File: config.mk
export PLATFORM = sky130hd
export DESIGN_NAME = phys_reg_free_list_flat
export DESIGN_NICKNAME = d
export VERILOG_FILES = /design/src/rtl/phys_reg_free_list_if.sv /design/src/rtl/phys_reg_free_list.sv /design/src/flat_wrapper.sv
export SDC_FILE = /design/constraint.sdc
export NUM_CORES = 1
export LEC_CHECK = 0
export CORE_ASPECT_RATIO = 1.2
export CORE_MARGIN = 2
export CORE_UTILIZATION = 55
export CTS_CLUSTER_DIAMETER = 150
export DETAILED_ROUTE_END_ITERATION = 7
export PLACE_DENSITY_LB_ADDON = 0.1
export SYNTH_ARGS = -nofsm -noshare
export SYNTH_HDL_FRONTEND = slang
export SYNTH_SLANG_ARGS = --single-unit
File: constraint.sdc
create_clock -name clk -period 3.25 [get_ports clk]
set_input_delay 0.4875 -clock clk [delete_from_list [all_inputs] [get_ports clk]]
set_output_delay 0.4875 -clock clk [all_outputs]
set_load 0.02 [all_outputs]
File: src/rtl/phys_reg_free_list_if.sv
// Allocation / free handshake between the rename stage and the physical register free list.
// The master side is the rename logic; the slave side is the free list.
interface phys_reg_free_list_if #(
    parameter int p_phys_addr_bits = 6
);
    logic [p_phys_addr_bits-1:0] alloc_preg;
    logic                        alloc_en;
    logic                        alloc_rdy;
    logic [p_phys_addr_bits-1:0] free_preg;
    logic                        free_val;

    modport master (
        input  alloc_preg,
        input  alloc_rdy,
        output alloc_en,
        output free_preg,
        output free_val
    );

    modport slave (
        output alloc_preg,
        output alloc_rdy,
        input  alloc_en,
        input  free_preg,
        input  free_val
    );
endinterface

File: src/rtl/phys_reg_free_list.sv
// Circular FIFO of free physical registers feeding rename allocation.
// Self-seeds with pregs 32..N-1 after reset; reclaims commit ppregs.
module phys_reg_free_list #(
    parameter int p_num_phys_regs  = 64,
    parameter int p_phys_addr_bits = $clog2(p_num_phys_regs),
    localparam int CAP = p_num_phys_regs - 32,
    localparam int CW  = $clog2(CAP + 1),
    localparam int PW  = (CAP > 1) ? $clog2(CAP) : 1
) (
    input  logic                 clk,
    input  logic                 rst,
    phys_reg_free_list_if.slave  fl,
    output logic [CW-1:0]        num_free,
    output logic                 err
);
    localparam int AW = p_phys_addr_bits;

    typedef enum logic {
        S_INIT,
        S_RUN
    } state_e;

    state_e         state_q;
    state_e         state_d;
    logic [PW-1:0]  init_q;
    logic [PW-1:0]  head_q;
    logic [PW-1:0]  tail_q;
    logic [CW-1:0]  count_q;
    logic           err_q;
    logic [AW-1:0]  mem [CAP];

    logic           rdy;
    logic           full;
    logic           pop;
    logic           wr_en;
    logic [AW-1:0]  wr_data;
    logic           set_err;

    // Capacity need not be a power of two, so wrap explicitly.
    function automatic logic [PW-1:0] inc(input logic [PW-1:0] p);
        return (p == PW'(CAP - 1)) ? '0 : p + PW'(1);
    endfunction

    assign full = (count_q == CW'(CAP));

    always_comb begin
        state_d = state_q;
        rdy     = 1'b0;
        pop     = 1'b0;
        wr_en   = 1'b0;
        wr_data = fl.free_preg;
        set_err = 1'b0;
        case (state_q)
            S_INIT: begin
                wr_en   = 1'b1;
                wr_data = AW'(32) + AW'(init_q);
                set_err = fl.alloc_en | fl.free_val;
                if (init_q == PW'(CAP - 1)) begin
                    state_d = S_RUN;
                end
            end
            S_RUN: begin
                rdy     = (count_q != '0);
                pop     = fl.alloc_en & rdy;
                // An alloc in the same cycle frees a slot, so a full push is legal then.
                wr_en   = fl.free_val & (~full | pop);
                set_err = (fl.alloc_en & ~rdy)
                        | (fl.free_val & full & ~pop);
            end
            default: begin
                state_d = S_INIT;
            end
        endcase
    end

    always_ff @(posedge clk or negedge rst) begin
        if (!rst) begin
            state_q <= S_INIT;
            init_q  <= '0;
            head_q  <= '0;
            tail_q  <= '0;
            count_q <= '0;
            err_q   <= 1'b0;
        end else begin
            state_q <= state_d;
            if (state_q == S_INIT) begin
                init_q <= inc(init_q);
            end
            if (pop) begin
                head_q <= inc(head_q);
            end
            if (wr_en) begin
                tail_q <= inc(tail_q);
            end
            case ({wr_en, pop})
                2'b10:   count_q <= count_q + CW'(1);
                2'b01:   count_q <= count_q - CW'(1);
                default: count_q <= count_q;
            endcase
            err_q <= err_q | set_err;
        end
    end

    always_ff @(posedge clk) begin
        if (wr_en) begin
            mem[tail_q] <= wr_data;
        end
    end

    assign fl.alloc_rdy  = rdy;
    assign fl.alloc_preg = mem[head_q];
    assign num_free      = count_q;
    assign err           = err_q;
endmodule

File: src/flat_wrapper.sv
// flat-port wrapper written by rule: the top's interface ports become plain ports
module phys_reg_free_list_flat 
#(
    parameter int p_num_phys_regs  = 64,
    parameter int p_phys_addr_bits = $clog2(p_num_phys_regs),
    localparam int CAP = p_num_phys_regs - 32,
    localparam int CW  = $clog2(CAP + 1),
    localparam int PW  = (CAP > 1) ? $clog2(CAP) : 1
)
  (clk, rst, num_free, err, fl_alloc_preg, fl_alloc_rdy, fl_alloc_en, fl_free_preg, fl_free_val);
  phys_reg_free_list_if #(.p_phys_addr_bits(p_phys_addr_bits)) fl_i ();
  input  logic clk;
  input  logic rst;
  output logic [CW-1:0] num_free;
  output logic err;
  output wire logic [$bits(fl_i.alloc_preg)-1:0] fl_alloc_preg;
  output wire logic [$bits(fl_i.alloc_rdy)-1:0] fl_alloc_rdy;
  input wire logic [$bits(fl_i.alloc_en)-1:0] fl_alloc_en;
  input wire logic [$bits(fl_i.free_preg)-1:0] fl_free_preg;
  input wire logic [$bits(fl_i.free_val)-1:0] fl_free_val;
  assign fl_alloc_preg = fl_i.alloc_preg;
  assign fl_alloc_rdy = fl_i.alloc_rdy;
  assign fl_i.alloc_en = fl_alloc_en;
  assign fl_i.free_preg = fl_free_preg;
  assign fl_i.free_val = fl_free_val;
  phys_reg_free_list #(.p_num_phys_regs(p_num_phys_regs), .p_phys_addr_bits(p_phys_addr_bits)) u_core (.clk(clk), .rst(rst), .fl(fl_i), .num_free(num_free), .err(err));
endmodule
After elaboration in Yosys (flattened, before gate mapping)
Memories as Yosys holds them, arrays and structs flattened.
Cells that the tools add are included.

word-level totals
  register bits after elaboration = 23
  bits in writable memories = 192
  input port bits = 10
  output and inout bits = 14
  logic and storage cells = 47
  memories = 1

memories
  memory      words  bits a word  rd ports  clocked after memory_dff  write ports  line                      source
  u_core.mem  32     6            1         0                         1            phys_reg_free_list.sv:30  logic [AW-1:0] mem [CAP];

cells by class
  $add $sub $neg = 6
  equality and inequality tests = 6
  multiplexer cells = 13
  bitwise operators = 13
  reductions and logical operators = 2

operator list
  kind                                                 count
  adder 5 x 1 -> 5 bit, second input constant          3
  equality test 5 bit, second input constant           3
  two-way mux 5 bit                                    3
  one-hot mux 6 bit (2 select lines)                   1
  adder 6 x 1 -> 6 bit, second input constant          1
  adder 6 x 5 -> 6 bit, first input constant           1
  equality test 6 bit, second input constant           1
  two-way mux 1 bit                                    6
  two-way mux 6 bit                                    1
  nonzero test 6 bit                                   1
  subtractor 6 x 1 -> 6 bit, second input constant     1
  AND 1 bit                                            5
  inverter 1 bit                                       4
  OR 1 bit                                             4
  one-hot mux 1 bit (2 select lines)                   2
  equality test 2 x 1 -> 1 bit, second input constant  1
  equality test 2 bit, second input constant           1
  nonzero test 2 bit                                   1

Logic depth before layout (Yosys ltp)
Gate-level depths: netlist of the first run.

  depth in word-level cells = 7
  depth in mapped cells = 13
  mapped depth without buffers = 10

Worst setup path after synthesis of the first run
No wires, ideal clock.

  kind = register to register
  from = register u_core.count_q[2], in the netlist u_core.num_free[2]
  to = register u_core.count_q[4], in the netlist u_core.num_free[4]
  setup time = 0.134 ns
  arrival = 2.978 ns
  required time = 3.116 ns
  setup slack = 0.138 ns
  stages on the path, launching flop included = 14
  path buffers = 3
  period minus slack after synthesis = 3.112 ns
  cell sequence = dfrtp_1 > buf_2 > or4_1 > clkbuf_1 > o311ai_4 > inv_1 > ha_1 > clkbuf_1 > xor2_1 > ha_1 > a21o_1 > a21oi_1 > nor3_1 > xor2_1

between the ends
  elaborated cells between the ends (all ways) = 14
  classes of those cells = add/sub (2); eq/ne (3); mux (3); bitwise (4); reduce/logical (2)

RTL lines
  what                                                                      line                      source
  from (decl)                                                               phys_reg_free_list.sv:28  logic [CW-1:0] count_q;
  from (signal assigned)                                                    phys_reg_free_list.sv:96  2'b10: count_q <= count_q + CW'(1);
  from (signal assigned)                                                    phys_reg_free_list.sv:97  2'b01: count_q <= count_q - CW'(1);
  from (signal assigned)                                                    phys_reg_free_list.sv:98  default: count_q <= count_q;
  nonzero test 6 bit (*)                                                    phys_reg_free_list.sv:63  rdy = (count_q != '0);
  AND 1 bit (*)                                                             phys_reg_free_list.sv:64  pop = fl.alloc_en & rdy;
  two-way mux 1 bit (*)                                                     phys_reg_free_list.sv:53  case (state_q)
  via u_core.pop                                                            phys_reg_free_list.sv:34  logic pop;
  equality test 2 x 1 -> 1 bit or equality test 2 bit (tied branches)       phys_reg_free_list.sv:95  case ({wr_en, pop})
  one-hot mux 6 bit (2 select lines) or nonzero test 2 bit (tied branches)  --

Mark *: on every way through the listed nets, which the timed path passes. The rest lies on a longest branch.
A chain may end at the register's enable or synchronous reset.

Worst setup path in the final report of the first run
  from = register u_core.head_q[0]
  to = output fl_alloc_preg[1]

between the ends
  word-level cells in the longest chain between the ends = 1

RTL lines
  what                      line                      source
  from (decl)               phys_reg_free_list.sv:26  logic [PW-1:0] head_q;
  from (signal assigned)    phys_reg_free_list.sv:90  head_q <= inc(head_q);
  memory read (32 x 6 bit)  --
  to (decl)                 flat_wrapper.sv:16        output wire logic [$bits(fl_i.alloc_preg)-1:0] fl_alloc_preg;

No other way between the ends.

==> summary.md, run 1 <==
| Metric | Value |
|---|---|
| # hold bufs at CTS | `0` |
| Vias | `4470` |
| # clock sinks | `215` |
| Number of remaining DRC errors | `0` |
| Clock Skews | `0.0124 ns` |
| Max-Cap Viols | `0` |
| Share of the synthesized area in the top cell type | `64.6%` |
| Post-synth ARST share | `10.7%` |
| Final Max Slew Viols | `0` |
| Pleak | `3.57 nW` |
| Top-count cell post-synth | `edfxtp_1` |
| Syn_nets | `490` |
| Seq/Total Area, Yosys | `71.1%` |
| Register-to-Register Path Depth | `10` |
| Final Util | `65.0%` |
| Routed WL | `18500 µm` |
| Power per cell area | `771 mW/mm²` |
| # IOs | `24` |
| Worst EP required | `2.76 ns` |
| Post-DRT Antenna Nets | `0` |
| Crit. Startpoint | `u_core.head_q[0]` |
| Top delay family on crit path | `multiplexers` |
| Most used cell, CP | `mux4_2` |
| FF-to-FF Start | `u_core.num_free[4]` |
| Mapped cell area | `0.00892 mm²` |
| Hold Crit Class | `in -> async` |
| Port bufs | `23` |
| Layout area overhead | `17.2%` |
| Core box area | `0.0161 mm²` |
| Final setup violation count | `0` |
| Worst setup margin | `0.0573 ns` |
| Minimum clock period | `3.19 ns` |
| Crit. End Element | `output pin` |
| Top_reg_cell synth | `edfxtp_1` |
| Post-synthesis sequential element count | `215` |
| Die Y | `144 µm` |
| Nets | `552` |
| Area leader, netlist | `edfxtp_1` |
| Skew-Pair Late Insertion Delay | `0.49 ns` |
| First-pass GRT wire length | `28100 µm` |
| Total die area | `0.0173 mm²` |
| DP Worst Slack | `0.152 ns` |
| Largest net degree at the start of global routing | `53` |
| Setup crit start kind | `register` |
| Post-Syn Instances | `468` |
| FP Rows | `51` |
| Synth cell count leaders | `edfxtp_1 (192), mux4_2 (60), nor2_1 (39), dfrtp_1 (23), clkbuf_1 (18)` |
| Crit-path slowest cell | `mux4_2` |
| Clock transition at path regs | `0.06 ns` |
| Final non-filler cell total | `755` |
| Synth area leaders | `edfxtp_1 (65%), mux4_2 (15%), dfrtp_1 (6.5%), mux2_2 (1.9%), ha_1 (1.7%)` |
| Critical path type | `reg -> out` |
| Worst path depth | `6` |
| Via density per instance | `5.92` |
| Max frequency | `313 MHz` |
| Gr ovfl total | `0` |
| Starting Density | `55.5%` |
| VDD IR max | `0.497 mV` |
| Avg Inst Size Synth | `19.1 µm²` |
| EDFF count, synth | `192` |
| WL per Instance | `24.5 µm` |
| N_diodes | `0` |
| DRT iter0 DRCs | `499` |
| Layout cell share with drive strength beyond 1 | `30.0%` |
| Synth unique cells | `41` |
| TritonCTS clock tree | `done` |
| Die W | `120 µm` |
| Critical Path Max Stage Delay | `0.52 ns` |
| Routability Congestion | `0.763` |
| Warnings, synthesis | `0` |
| Crit Path Max Fanout | `7` |
| H-tree lvl count | `1` |
| Clock root buffer | `clkbuf_16` |
| Critical Path AT | `2.71 ns` |
| Placed Cells | `712` |
| Worst Path Buf+Inv | `3` |
| Cts bufs inserted | `21` |
| Final period util | `98.2%` |
| Final hold viol count | `0` |
| Max clock buf depth | `3` |
| Initial antenna violation count | `0` |
| Crit path cell chain | `buf_12 -> buf_16 -> mux4_2 -> mux4_2 -> mux2_2 -> buf_2` |
| Tot Pwr | `0.00806 W` |
| Slew @ Worst Pin | `1.11 ns` |
| Global-route usage over all layers | `22.2%` |
| Hpwl dp | `11500 µm` |
| Vias in the first global route | `4634` |
| Relative slew slack | `26.1%` |
| Outcome | `finished, final reports clean` |
| DRT Pass-1 Iters | `5` |
-- worst paths after layout --
path	endpoint	slack (ns)
min in group clk	u_core.err	0.50
worst min register to register	u_core.err	0.50
worst max register to register	u_core.num_free[4]	0.34
max in group asynchronous	u_core.head_q[0]	2.59
worst min-delay path	u_core.init_q[3]	0.36
worst max-delay path	fl_alloc_preg[1]	0.06
-- kinds of logic after synthesis --
logic type | synth area share (%)
adder cells (fa/ha/maj) | 1.68
buffers and inverters | 1.75
AND/OR/NAND/NOR | 5.02
AO/OA/AOI/OAI | 2.64
flip-flops | 71.1
multiplexers | 17.2
XOR/XNOR | 0.687
-- cells in the final DEF, fill, tap and decap left out, drive strengths merged, types with 3 or more instances in the layout --
cell type / netlist / layout
nand2: 14 / 14
nor2: 39 / 39
ha: 12 / 12
nand3b: 4 / 4
clkbuf: 18 / 26
bufinv: 0 / 3
buf: 11 / 48
mux2: 15 / 15
edfxtp: 192 / 192
nand2b: 3 / 3
clkinv: 0 / 9
nand3: 5 / 5
a21oi: 5 / 5
mux4: 60 / 60
and3: 4 / 4
dfrtp: 23 / 23
a21o: 3 / 3
nor4: 4 / 4
nor3: 4 / 4
inv: 6 / 6
clkdlybuf4s50: 0 / 17
o21ai: 10 / 10
xor2: 6 / 6
nor2b: 6 / 6
-- what timing repair did --
item / CTS / global route
endpoints found under the setup margin: 6 / 3
gates resized for setup: 25 / 5
cloned: 2 / 2
buffers inserted: 3 / 0
-- routing by layer --
| metal | global-route usage, % | wire length [µm] | vias to the layer above |
|---|---|---|---|
| met2 | 37.1 | 9490 | 122 |
| met5 | 0 | 0 | - |
| met1 | 31.5 | 7790 | 2318 |
| met3 | 2.78 | 851 | 25 |
| met4 | 6.18 | 350 | 0 |
| li1 | - | - | 2005 |
-- final cells by class --
class / instances / area (µm²)
sequential: 215 / 6350
fill: 1137 / 5620
multi-input combinational: 218 / 2430
timing repair buffer: 68 / 727
clock buffer: 24 / 537
tap: 212 / 265
clock inverter: 12 / 129
inverter: 6 / 22.5
-- power breakdown --
group	total [W]	switching [W]	internal [W]	leakage [nW]
logic	0.00228	0.00109	0.00118	1.24
registers	0.00341	0.000194	0.00322	2.00
clock network	0.00237	0.000955	0.00142	0.328
-- registers in the layout (all words and copies together), names as in the netlist --
name             count
u_core.mem         192
u_core.num_free      6
u_core.init_q        5
u_core.state_q       1
u_core.tail_q        5
u_core.head_q        5
u_core.err           1
-- per-stage QoR --
stage | TNS (ns) | cell area (µm²) | hold WS (ns)
2_1_floorplan | 0 | 8920 | 0.192
3_3_place_gp | 0 | 9660 | 0.491
3_5_place_dp | 0 | 9660 | 0.494
4_1_cts | 0 | 10400 | 0.360
5_1_grt | -0.00102 | 10500 | 0.390
6_report | 0 | 10500 | 0.365
(Power assumes the default switching activity.)
==> run 2: changes to the inputs <==
--- a/config.mk
+++ b/config.mk
@@ -14,3 +14,4 @@
 export SYNTH_ARGS = -nofsm -noshare
 export SYNTH_HDL_FRONTEND = slang
 export SYNTH_SLANG_ARGS = --single-unit
+export TNS_END_PERCENT = 5
==> run 2 against run 1 <==
- first-iteration DRC count is 4.0% lower
- cell area is 0.49% lower
- combinational power is 2% lower
- clock power hardly changed
- critical path depth stayed put
- fmax is 0.21% lower
- register-to-register slack hardly changed
==> summary.md, run 2 (synthesis results as in run 1) <==
| Metric | Value |
|---|---|
| Crit. End Element | `output pin` |
| VDD IR max | `0.498 mV (about the same)` |
| Final hold viol count | `0 (unchanged)` |
| Critical Path AT | `2.71 ns (about the same)` |
| DRT Pass-1 Iters | `4 (-1)` |
| # IOs | `24 (unchanged)` |
| Critical Path Max Stage Delay | `0.51 ns (about the same)` |
| Slew @ Worst Pin | `1.12 ns (+0.0130 ns)` |
| Tot Pwr | `0.00802 W (-0.43%)` |
| Starting Density | `55.5% (unchanged)` |
| Largest net degree at the start of global routing | `53 (unchanged)` |
| Critical path type | `reg -> out` |
| Hpwl dp | `11500 µm (unchanged)` |
| Max reg flops | `192 (unchanged)` |
| Vias | `4482 (+0.27%)` |
| RSZ-0062 raised after global routing | `true` |
| Crit-path slowest cell | `mux4_2` |
| Via density per instance | `5.95 (+0.53%)` |
| Die Y | `144 µm (unchanged)` |
| Register Area | `0.00635 mm² (unchanged)` |
| WL per Instance | `24.3 µm (-0.70%)` |
| DRT iter0 DRCs | `479 (-4.0%)` |
| # clock sinks | `215 (unchanged)` |
| TritonCTS clock tree | `done` |
| Number of remaining DRC errors | `0 (unchanged)` |
| Cts bufs inserted | `21 (unchanged)` |
| Core box area | `0.0161 mm² (unchanged)` |
| Final setup violation count | `0 (unchanged)` |
| N_diodes | `0 (unchanged)` |
| Max clock buf depth | `3 (unchanged)` |
| First-pass GRT wire length | `28100 µm (about the same)` |
| Total die area | `0.0173 mm² (unchanged)` |
| Outcome | `finished, final reports clean` |
| Minimum clock period | `3.20 ns (+0.00660 ns)` |
| Initial antenna violation count | `0 (unchanged)` |
| Die W | `120 µm (unchanged)` |
| Port bufs | `23 (unchanged)` |
| Relative slew slack | `25.3% (-0.87 points)` |
| Clock Skews | `0.0119 ns (-0.000549 ns)` |
| Multi-input combinational cell area | `0.00243 mm² (unchanged)` |
| Routed WL | `18300 µm (-0.96%)` |
| Layout cell share with drive strength beyond 1 | `29.8% (-0.26 points)` |
| TNS Setup | `0 ns (unchanged)` |
| Gr ovfl total | `0 (unchanged)` |
| Pleak | `3.54 nW (-0.69%)` |
| Biggest register | `u_core.mem` |
| Power per cell area | `771 mW/mm² (about the same)` |
| Clock transition at path regs | `0.06 ns (about the same)` |
| H-tree lvl count | `1 (unchanged)` |
| FF-to-FF Start | `u_core.num_free[4]` |
| Most frequent cells in the layout | `edfxtp_1 (192), mux4_2 (60), nor2_1 (39), buf_4 (36)` |
| Worst setup margin | `0.0507 ns (-0.00660 ns)` |
| Crit path cell chain | `buf_12 -> buf_12 -> mux4_2 -> mux4_2 -> mux2_2 -> buf_2` |
| FP Rows | `51 (unchanged)` |
| Max-Cap Viols | `0 (unchanged)` |
| Vias in the first global route | `4630 (-0.086%)` |
| Final Max Slew Viols | `0 (unchanged)` |
| Setup crit start kind | `register` |
| Routability Congestion | `0.763 (unchanged)` |
| Clock root buffer | `clkbuf_16` |
| # fillers | `1143 (+0.53%)` |
| Max frequency | `313 MHz (-0.21%)` |
| DP Worst Slack | `0.152 ns (unchanged)` |
| Worst EP required | `2.76 ns (about the same)` |
| Hold Crit Class | `in -> async` |
| Final Util | `64.7% (-0.32 points)` |
| Post-DRT Antenna Nets | `0 (unchanged)` |
| Crit. Startpoint | `u_core.head_q[0]` |
| Layout area overhead | `16.6%` |
| Global-route usage over all layers | `22.2% (about the same)` |
| Commonest non-fill, non-tap cell in the layout | `edfxtp_1` |
| Final worst hold slack | `0.361 ns (-0.00383 ns)` |
| Skew-Pair Late Insertion Delay | `0.49 ns (about the same)` |
| Nets | `550 (-0.36%)` |
| Crit Path Max Fanout | `9 (+2)` |
| Final period util | `98.4% (+0.20 points)` |
-- run 2: worst max-delay path: cells and delay by family, from the launching register on --
kind / cells / cell delay, ns
buf+inv: 3 / 0.45
flops: 1 / 0.45
mux: 3 / 1.32
-- run 2: cell type report --
cell class	instances	area share (%)
well taps	212	2.55
multi-input cells	218	23.4
repair buffers	66	6.49
flip-flops and latches	215	61.0
clock inverters	12	1.24
clock buffers	24	5.16
inverters	6	0.216
-- run 2: stage by stage --
stage,std cells,area (µm²)
2_1_floorplan,468,8920
3_5_place_dp,712,9660
6_report,753,10400
3_3_place_gp,712,9660
4_1_cts,753,10400
5_1_grt,753,10400
-- run 2: final timing paths --
path	to	slack, ns	cells past startpoint
worst max-delay path	fl_alloc_preg[5]	0.05	6
worst min register to register	u_core.init_q[3]	0.51	1
worst min-delay path	u_core.init_q[3]	0.36	2
worst max register to register	u_core.num_free[4]	0.33	10
max in group asynchronous	u_core.head_q[0]	2.59	2
min in group clk	u_core.init_q[3]	0.51	1
-- run 2: repair_timing --
item,CTS,global route
gates resized for setup,25,5
gates cloned,2,0
setup endpoints to repair,6,3
setup buffers,3,0
pin swaps,0,0
hold buffers,0,0
hold endpoints to repair,0,0
-- run 2: power breakdown --
| group | switching [W] | internal, W | leakage [nW] |
|---|---|---|---|
| clock | 0.000956 | 0.00142 | 0.328 |
| sequential | 0.000194 | 0.00322 | 2.00 |
| combinational | 0.00108 | 0.00116 | 1.21 |
-- run 2: layer usage --
| layer | global-route usage (%) | wire (µm) | part of all wire [%] |
|---|---|---|---|
| met5 | 0 | 0 | 0 |
| met4 | 6.18 | 296 | 1.6 |
| met3 | 2.78 | 1020 | 5.6 |
| met2 | 37.1 | 9390 | 51 |
| met1 | 31.6 | 7600 | 42 |
==> run 3: changes to the inputs <==
--- a/config.mk
+++ b/config.mk
@@ -6,7 +6,7 @@
 export NUM_CORES = 1
 export LEC_CHECK = 0
 export CORE_ASPECT_RATIO = 1.2
-export CORE_MARGIN = 2
+export CORE_MARGIN = 5
 export CORE_UTILIZATION = 55
 export CTS_CLUSTER_DIAMETER = 150
 export DETAILED_ROUTE_END_ITERATION = 7
==> run 3 against run 2 <==
- setup slack got worse by 0.0087 ns
- clock skew fell by 0.0022 ns
- first-iteration DRC count fell by 18%
- non-clock buffer count rose by 2
- register-to-register slack got worse by 0.02 ns
- critical endpoint is now fl_alloc_preg[1]
- largest power group unchanged
- highest routed layer unchanged
==> summary.md, run 3 (synthesis results as in run 1) <==
| Metric | Value |
|---|---|
| Switch share | `28.0% (+0.20 points)` |
| Crit-path slowest cell | `dfrtp_4` |
| Max-Cap Viols | `0 (unchanged)` |
| Slew @ Worst Pin | `1.16 ns (+0.0428 ns)` |
| Power per cell area | `766 mW/mm² (-0.71%)` |
| Nets | `552 (+0.36%)` |
| H-tree lvl count | `1 (unchanged)` |
| Setup crit start kind | `register` |
| Skew-Pair Late Insertion Delay | `0.48 ns (about the same)` |
| Comb pwr share | `27.1% (-0.8 points)` |
| # clock sinks | `215 (unchanged)` |
| FP Rows | `51 (unchanged)` |
| Via density per instance | `5.91 (-0.69%)` |
| Largest net degree at the start of global routing | `33 (-38%)` |
| Final Util | `64.3% (-0.38 points)` |
| Worst EP required | `2.76 ns (about the same)` |
| Clock network power share | `29.4% (-0.2 points)` |
| Worst Path Buf+Inv | `2 (-1)` |
| Final worst hold slack | `0.500 ns (+0.139 ns)` |
| N_diodes | `0 (unchanged)` |
| Critical path type | `reg -> out` |
| Final period util | `98.7% (+0.27 points)` |
| Relative slew slack | `22.4% (-2.9 points)` |
| Cts bufs inserted | `21 (unchanged)` |
| # IOs | `24 (unchanged)` |
| # hold bufs at CTS | `0 (unchanged)` |
| Clock root buffer | `clkbuf_16` |
| VDD IR max | `0.453 mV (-9.0%)` |
| Clock transition at path regs | `0.06 ns (about the same)` |
| Tot Pwr | `0.00792 W (-1.3%)` |
| Outcome | `finished, final reports clean` |
| P_int | `0.00570 W (-1.6%)` |
| Total die area | `0.0189 mm² (+9.4%)` |
| RSZ-0062 raised after global routing | `true` |
| Starting Density | `55.5% (unchanged)` |
| DRT Pass-1 Iters | `4 (unchanged)` |
| Global-route usage over all layers | `19.1% (-3.1 points)` |
| Most frequent cells in the layout | `edfxtp_1 (192), mux4_2 (60), nor2_1 (39), buf_4 (39)` |
| Max clock buf depth | `3 (unchanged)` |
| Clock Skews | `0.00971 ns (-0.00217 ns)` |
| Biggest register | `u_core.mem` |
| Final setup violation count | `0 (unchanged)` |
| WL per Instance | `23.0 µm (-5.3%)` |
| Pleak | `3.52 nW (-0.57%)` |
| TritonCTS clock tree | `done` |
| Layout cell share with drive strength beyond 1 | `30.3% (+0.57 points)` |
| Die W | `126 µm (+5.0%)` |
| Crit Path Max Fanout | `8 (-1)` |
| Top delay family on crit path | `multiplexers` |
| First-pass GRT wire length | `27100 µm (-3.6%)` |
| Gr ovfl total | `0 (unchanged)` |
| Crit. End Element | `output pin` |
| Core box area | `0.0161 mm² (unchanged)` |
| Crit path cell chain | `buf_12 -> mux4_2 -> mux4_2 -> mux2_4 -> buf_6` |
| Number of remaining DRC errors | `0 (unchanged)` |
| Final hold viol count | `0 (unchanged)` |
| Fraction of power consumed by sequential logic | `43.4% (+0.9 points)` |
| Vias | `4469 (-0.29%)` |
| Most used cell, CP | `mux4_2` |
| Final Max Slew Viols | `0 (unchanged)` |
| DRT iter0 DRCs | `393 (-18%)` |
| Die Y | `150 µm (+4.2%)` |
| Layout area overhead | `16.0%` |
| Commonest non-fill, non-tap cell in the layout | `edfxtp_1` |
| Routability Congestion | `0.800 (+4.8%)` |
| Critical Path AT | `2.72 ns (about the same)` |
| Port bufs | `23 (unchanged)` |
| Max reg flops | `192 (unchanged)` |
| Critical Path Max Stage Delay | `0.55 ns (+0.04 ns)` |
| Hold Crit Class | `reg -> reg` |
| Hpwl dp | `11400 µm (-1.6%)` |
| Minimum clock period | `3.21 ns (+0.00866 ns)` |
| Routed WL | `17400 µm (-4.9%)` |
| Sw Pwr | `0.00222 W (-0.59%)` |
| Max frequency | `312 MHz (-0.27%)` |
| Initial antenna violation count | `0 (unchanged)` |
| Post-DRT Antenna Nets | `0 (unchanged)` |
| Vias in the first global route | `4645 (+0.32%)` |
[run 3: cell types whose count changed in the layout (fill, tap and decap cells not counted), sizes merged]
cell	delta
bufinv	-1
clkinv	-3
buf	+3
bufbuf	-1
clkinvlp	+1
clkbuf	+4
[run 3: power by group through the flow]
stage                     clock (W)  sequential (W)  combinational, W
after floorplan                   0         0.00339           0.00149
after global placement            0         0.00349           0.00214
after detailed placement          0         0.00350           0.00216
after CTS                   0.00237         0.00344           0.00215
after global routing        0.00250         0.00346           0.00232
final                       0.00233         0.00344           0.00215
[run 3: metal layers]
metal	vias to the layer above	GRT usage (%)	part of all wire, %
li1	2003	-	-
met5	-	0	0
met4	0	4.08	1.2
met3	14	2.68	5.1
met2	131	33.6	53
met1	2321	25.8	41
[run 3: final cells by class]
class	count	area, µm²
Fill cell	1173	5730
Clock inverter	9	96.3
Sequential cell	215	6350
Multi-Input combinational cell	218	2440
Clock buffer	28	562
Tap cell	212	265
Inverter	6	22.5
Timing Repair Buffer	68	618
[run 3: path summary, 6_finish.rpt]
kind / from / endpoint / slack, ns / cells after the start
setup / recovery: u_core.head_q[0] / fl_alloc_preg[1] / 0.04 / 5
hold / removal: u_core.init_q[3] / u_core.init_q[3] / 0.50 / 1
setup reg to reg: u_core.num_free[4] / u_core.num_free[5] / 0.31 / 8
hold reg to reg: u_core.init_q[3] / u_core.init_q[3] / 0.50 / 1
max in group asynchronous: rst / u_core.head_q[0] / 2.11 / 2
min in group asynchronous: rst / u_core.init_q[1] / 0.51 / 1
[run 3: what timing repair did]
item	in CTS	in global routing
pin swaps	0	0
buffers inserted	2	1
setup endpoints to repair	6	6
gates cloned	1	0
resized for setup	28	9
endpoints found under the hold margin	0	0
[run 3: per-stage QoR]
| stage | instance area [µm²] | setup TNS, ns | cells | setup WS (ns) |
|---|---|---|---|---|
| floorplan | 8920 | 0 | 468 | 0.138 |
| global placement | 9640 | 0 | 716 | 0.0724 |
| detailed placement | 9640 | 0 | 716 | 0.0576 |
| CTS | 10300 | -0.0822 | 756 | -0.0694 |
| global route | 10300 | -0.0117 | 756 | -0.00762 |
| finish | 10300 | 0 | 756 | 0.0420 |
[run 3: worst reg2reg max path, cell delays in order (launching register included)]
cell,delay (ns)
dfrtp_1,0.44
or4_1,0.69
o311ai_4,0.30
inv_1,0.10
ha_1,0.29
nor2b_1,0.19
a31oi_1,0.13
o221a_2,0.29
a2111o_1,0.38
